$ cat config.mk
export PLATFORM = sky130hd
export DESIGN_NAME = memory_access
export DESIGN_NICKNAME = d
export VERILOG_FILES = /design/src/rtl/memory_access_pkg.sv /design/src/rtl/memory_access_dmem_timer.sv /design/src/rtl/memory_access.sv
export SDC_FILE = /design/constraint.sdc
export NUM_CORES = 1
export LEC_CHECK = 0
export BUFFER_PORTS_ARGS = -buffer_cell sky130_fd_sc_hd__buf_2
export CORE_MARGIN = 5
export CORE_UTILIZATION = 52
export DETAILED_ROUTE_END_ITERATION = 10
export GPL_TIMING_DRIVEN = 1
export HOLD_SLACK_MARGIN = 0.02
export PLACE_DENSITY = 0.85
export REMOVE_ABC_BUFFERS = 1
export SLEW_MARGIN = 20
export SYNTH_ARGS = -nofsm -noshare
export SYNTH_HDL_FRONTEND = slang
export SYNTH_HIERARCHICAL = 1
export SYNTH_SLANG_ARGS = --single-unit
$ cat constraint.sdc
create_clock -name clk -period 17.42 [get_ports clk]
set_clock_uncertainty 0.05 [all_clocks]
set_input_delay 0.871 -clock clk [delete_from_list [all_inputs] [get_ports clk]]
set_output_delay 0.871 -clock clk [all_outputs]
set_load 0.005 [all_outputs]
$ cat src/rtl/memory_access_pkg.sv
// Shared definitions for the memory-access stage: FSM encodings and op-flag indices.
// Imported by every pipeline stage that decodes the op-class flags.
package memory_access_pkg;

  localparam int N_OPS  = 4;
  localparam int OP_ALU = 0;
  localparam int OP_CMP = 1;
  localparam int OP_LD  = 2;
  localparam int OP_STR = 3;

  localparam logic [0:0] ST_IDLE   = 1'b0;
  localparam logic [0:0] ST_ACCESS = 1'b1;

  typedef logic [N_OPS-1:0] op_flags_t;

  function automatic logic [2:0] count_flags(input op_flags_t flags);
    logic [2:0] cnt;
    cnt = 3'd0;
    for (int i = 0; i < N_OPS; i++) begin
      cnt = cnt + 3'(flags[i]);
    end
    return cnt;
  endfunction

endpackage

$ cat src/rtl/memory_access_dmem_timer.sv
// Wait counter for outstanding data-memory accesses; expired fires on the last
// permitted wait cycle so the FSM can give up at that cycle's closing edge.
module dmem_timer #(
  parameter int TIMEOUT = 255
) (
  input  logic clk,
  input  logic rst,
  input  logic clear,
  input  logic enable,
  output logic expired
);

  localparam int CW = (TIMEOUT < 2) ? 1 : $clog2(TIMEOUT + 1);

  logic [CW-1:0] count_reg;

  always_ff @(posedge clk or posedge rst) begin
    if (rst) begin
      count_reg <= '0;
    end else if (clear) begin
      count_reg <= '0;
    end else if (enable) begin
      count_reg <= count_reg + 1'b1;
    end
  end

  // Counter reaches TIMEOUT at the coming edge: this is the final wait cycle.
  assign expired = enable && (count_reg == CW'(TIMEOUT - 1));

endmodule

$ cat src/rtl/memory_access.sv
// Memory-access pipeline stage: ALU/compare results pass through in one cycle,
// loads and stores stall upstream while a data-memory handshake is in flight.
module memory_access
  import memory_access_pkg::*;
#(
  parameter int TIMEOUT = 255
) (
  input  logic        clk,
  input  logic        rst,
  input  logic        valid_in,
  input  logic [3:0]  rd_num_in,
  input  logic [31:0] result_in,
  input  logic [31:0] store_val_in,
  input  logic [31:0] cpsr_in,
  input  logic        is_alu_op_in,
  input  logic        is_cmp_op_in,
  input  logic        is_ld_op_in,
  input  logic        is_str_op_in,
  output logic        stall,
  output logic        dmem_req,
  output logic        dmem_we,
  output logic [31:0] dmem_addr,
  output logic [31:0] dmem_wdata,
  input  logic [31:0] dmem_rdata,
  input  logic        dmem_ack,
  output logic [3:0]  rd_num_passthrough,
  output logic [31:0] result,
  output logic [31:0] mem_passthrough,
  output logic [31:0] cpsr_passthrough,
  output logic [31:0] dmem_val_passthrough,
  output logic        is_alu_op_passthrough,
  output logic        is_cmp_op_passthrough,
  output logic        is_ld_op_passthrough,
  output logic        err
);

  logic [0:0] state_reg;
  logic [3:0] rd_lat_reg;
  logic       ld_pending_reg;
  op_flags_t  op_flags;
  logic       is_idle;
  logic       multi_flag;
  logic       accept_mem;
  logic       timer_enable;
  logic       timer_expired;

  assign op_flags[OP_ALU] = is_alu_op_in;
  assign op_flags[OP_CMP] = is_cmp_op_in;
  assign op_flags[OP_LD]  = is_ld_op_in;
  assign op_flags[OP_STR] = is_str_op_in;

  assign is_idle    = (state_reg == ST_IDLE);
  assign multi_flag = valid_in && (count_flags(op_flags) > 3'd1);
  assign accept_mem = is_idle && valid_in && !multi_flag
                      && (op_flags[OP_LD] || op_flags[OP_STR]);

  assign stall = (state_reg == ST_ACCESS);

  // An ack on the final wait cycle must win, so the timer only runs without ack.
  assign timer_enable = (state_reg == ST_ACCESS) && !dmem_ack;

  dmem_timer #(
    .TIMEOUT (TIMEOUT)
  ) u_dmem_timer (
    .clk     (clk),
    .rst     (rst),
    .clear   (accept_mem),
    .enable  (timer_enable),
    .expired (timer_expired)
  );

  always_ff @(posedge clk or posedge rst) begin
    if (rst) begin
      state_reg             <= ST_IDLE;
      rd_lat_reg            <= '0;
      ld_pending_reg        <= 1'b0;
      dmem_req              <= 1'b0;
      dmem_we               <= 1'b0;
      dmem_addr             <= '0;
      dmem_wdata            <= '0;
      rd_num_passthrough    <= '0;
      result                <= '0;
      mem_passthrough       <= '0;
      cpsr_passthrough      <= '0;
      dmem_val_passthrough  <= '0;
      is_alu_op_passthrough <= 1'b0;
      is_cmp_op_passthrough <= 1'b0;
      is_ld_op_passthrough  <= 1'b0;
      err                   <= 1'b0;
    end else begin
      // Writeback sees a bubble unless a branch below produces an instruction.
      is_alu_op_passthrough <= 1'b0;
      is_cmp_op_passthrough <= 1'b0;
      is_ld_op_passthrough  <= 1'b0;
      err                   <= 1'b0;

      case (state_reg)
        ST_IDLE: begin
          mem_passthrough <= result_in;
          if (multi_flag) begin
            err <= 1'b1;
          end else if (valid_in && (op_flags[OP_ALU] || op_flags[OP_CMP])) begin
            rd_num_passthrough    <= rd_num_in;
            result                <= result_in;
            cpsr_passthrough      <= cpsr_in;
            is_alu_op_passthrough <= op_flags[OP_ALU];
            is_cmp_op_passthrough <= op_flags[OP_CMP];
          end else if (accept_mem) begin
            rd_lat_reg     <= rd_num_in;
            ld_pending_reg <= op_flags[OP_LD];
            dmem_addr      <= result_in;
            dmem_wdata     <= store_val_in;
            dmem_req       <= 1'b1;
            dmem_we        <= op_flags[OP_STR];
            state_reg      <= ST_ACCESS;
          end
        end

        ST_ACCESS: begin
          if (dmem_ack) begin
            dmem_req           <= 1'b0;
            dmem_we            <= 1'b0;
            rd_num_passthrough <= rd_lat_reg;
            mem_passthrough    <= dmem_addr;
            if (ld_pending_reg) begin
              dmem_val_passthrough <= dmem_rdata;
              is_ld_op_passthrough <= 1'b1;
            end
            state_reg <= ST_IDLE;
          end else if (timer_expired) begin
            dmem_req  <= 1'b0;
            dmem_we   <= 1'b0;
            err       <= 1'b1;
            state_reg <= ST_IDLE;
          end
        end

        default: state_reg <= ST_IDLE;
      endcase
    end
  end

endmodule

==> flow_metrics.py <==
metrics = {
    "run_status": {
        "status": "finished, final reports clean",
    },
    "job": {
        "cap_violations": 0,
    },
    "placed_design": {
        "dp_slack_ns": 13.72,
        "dp_cells": 1248,
        "place_area_um2": 10400,
        "place_congestion": 0.8534,
        "port_buffers": 342,
        "dp_hpwl_um": 15950,
    },
    "clock_tree": {
        "post_cts_resized": 0,
        "cts_hold_buf": 0,
        "cts_made_buffers": 23,
        "worstSkewPairLatency_ns": 0.48,
        "post_cts_buffers": 0,
        "cts_buffer_depth": 3,
        "cts.sinks": 216,
        "clkTransAtPathRegs_ns": 0.06,
        "root_buffer": "clkbuf_16",
        "cts_tree": "built",
        "h-tree-depth": 1,
    },
    "floorplan": {
        "die_area_um2": 19200,
        "die_width_um": 138.6,
        "die_h_um": 138.6,
        "coreArea_um2": 16410,
        "num_rows": 47,
        "ioPinCount": 343,
        "initial_core_util": 0.5239,
    },
    "global_routing": {
        "grt_pass1_wl_um": 37430,
        "antenna_found_initial": 1,
        "grt_max_degree": 136,
        "track_usage": 0.2365,
        "grt_pass1_vias": 7055,
        "gr-total-overflow": 0,
    },
    "route": {
        "wl_per_cell_um": 17.89,
        "via_per_inst": 5.078,
        "ant_nets": 0,
        "wl_um": 23040,
        "dr_total_vias": 6540,
        "drc": 0,
        "drtIter0Drc": 338,
        "drt-pass1-iter-count": 4,
    },
    "sta": {
        "period_needed_ns": 3.226,
        "maxSlewViolCount": 0,
        "whs_ns": 0.3398,
        "fin_ws_ns": 14.19,
        "rsz0062_at_grt": "no",
        "max_freq_mhz": 310.0,
        "slew_headroom": 0.3290,
        "worst_pin_slew_ns": 0.9988,
        "finalSetupTns_ns": 0,
        "hold_violations": 0,
        "fin_crit_sh": 0.1852,
        "finalSetupViolCount": 0,
    },
    "setup_path": {
        "cp_max_fo": 44,
        "worstPathArrival_ns": 3.55,
        "path_class": "in2reg",
        "cp.required_ns": 17.74,
        "cp-end-kind": "flip-flop",
        "worstSetupStartpointType": "primary input",
    },
    "layout": {
        "num_antenna_cells": 0,
        "final_core_util": 0.6786,
        "area_growth_pct": 29.53,
        "final_cell_mix": "buf_2 (342), dfrtp_1 (215), nand2_1 (196)",
        "final_cells": 1288,
        "drive_gt1_frac": 0.4597,
        "fill_cells": 1195,
        "finalNetCount": 1197,
        "mostFrequentLayoutCell": "buf_2",
        "fin_area_um2": 11130,
    },
    "power_and_ir_drop": {
        "p_int_mw": 1.059,
        "combPwrFrac": 0.211,
        "p_sw_frac": 0.2734,
        "p_sw_mw": 0.3985,
        "cellPowerDensity_nw_per_um2": 130.9,
        "irDropWorstVdd_mv": 0.08767,
        "p_total_mw": 1.458,
        "leakagePower_nw": 6.095,
        "p_clk_frac": 0.322,
        "power_frac_seq": 0.467,
    },
    "yosys": {
        "synth_compound_area_frac": 0.03581,
        "synth_edf_count": 0,
        "avgSynthCellArea_um2": 11.96,
        "synth-xor-area-share": 0.004076,
        "synthAdderAreaFrac": 0.006696,
        "netlist_area_um2": 8596,
        "synth.area.mux_share": 0.1707,
        "synth-simple-area-share": 0.1227,
        "synth_top_family_by_area": "multiplexers",
        "yosysSeqAreaShare": 0.6288,
        "synth_seq_cells": 216,
        "syn_inst": 719,
        "synthArstFlopShare": 1.000,
        "synth-main-ff-cell": "dfrtp_1",
        "ys_types": 33,
        "yosys_warnings": 6,
    },
    "worst_hold_path": {
        "hold_path.class": "in2async",
    },
}
synth_stat cells, drive strengths merged, types with 2 or more instances:
cell type / number / area share
buf: 28 / 0.023
nor2: 46 / 0.020
inv: 7 / 0.0031
a211oi: 5 / 0.0044
nand2: 196 / 0.086
clkbuf: 11 / 0.0048
xor2: 3 / 0.0031
a21oi: 37 / 0.022
nor2b: 5 / 0.0036
a21o: 2 / 0.0017
nand4: 5 / 0.0054
mux2i: 33 / 0.038
ha: 3 / 0.0044
dfrtp: 216 / 0.63
o21ai: 6 / 0.0048
mux2: 101 / 0.13
o22ai: 4 / 0.0029
or3: 3 / 0.0022
critical path, cell delays in order:
cell and delay (ns):
buf_2 0.11, fa_1 0.59, nor2b_1 0.10, o21ai_4 0.76, buf_4 0.63, mux2_2 0.41
metal layers:
metal / global-route usage / vias to the layer above / share of wire
met2: 0.4152 / 268 / 0.51
met3: 0.07483 / 51 / 0.088
li1: - / 3051 / -
met4: 0.07124 / 0 / 0.030
met1: 0.2796 / 3170 / 0.37
met5: 0 / - / 0
final cells by class:
type	count	area, um2	area share
tap	220	275.3	0.02472
clock buffer	35	680.7	0.06113
multi-input combinational	457	2932	0.2633
clock inverter	5	50.05	0.004495
sequential	216	5406	0.4856
inverter	7	33.78	0.003034
timing repair buffer	348	1757	0.1578
kinds of logic (layout without fill, tap and decap cells):
family	Yosys count	count (layout)
AND/OR/NAND/NOR	261	261
XOR/XNOR	4	4
AO/OA/AOI/OAI	54	54
adder cells (fa/ha/maj)	4	4
multiplexers	134	134
flip-flops	216	216
buffers and inverters	46	395
power by group through the flow:
stage	sequential, mW	clock [mW]	combinational [mW]
floorplan	0.694	0	0.124
global placement	0.681	0	0.300
detailed placement	0.687	0	0.311
CTS	0.681	0.479	0.314
global route	0.697	0.504	0.343
finish	0.681	0.469	0.307
worst paths after layout:
path / from / endpoint / slack (ns) / cells after the start
min in group clk: cpsr_passthrough[30] / cpsr_passthrough[30] / 0.42 / 2
setup reg to reg: stall / cpsr_passthrough[12] / 14.66 / 5
max in group asynchronous: rst / mem_passthrough[30] / 15.25 / 3
hold reg to reg: cpsr_passthrough[30] / cpsr_passthrough[30] / 0.42 / 2
setup / recovery: is_alu_op_in / dmem_addr[14] / 14.19 / 6
hold / removal: rst / u_dmem_timer/count_reg[7] / 0.34 / 2
Power figures use the tool's default switching activity.
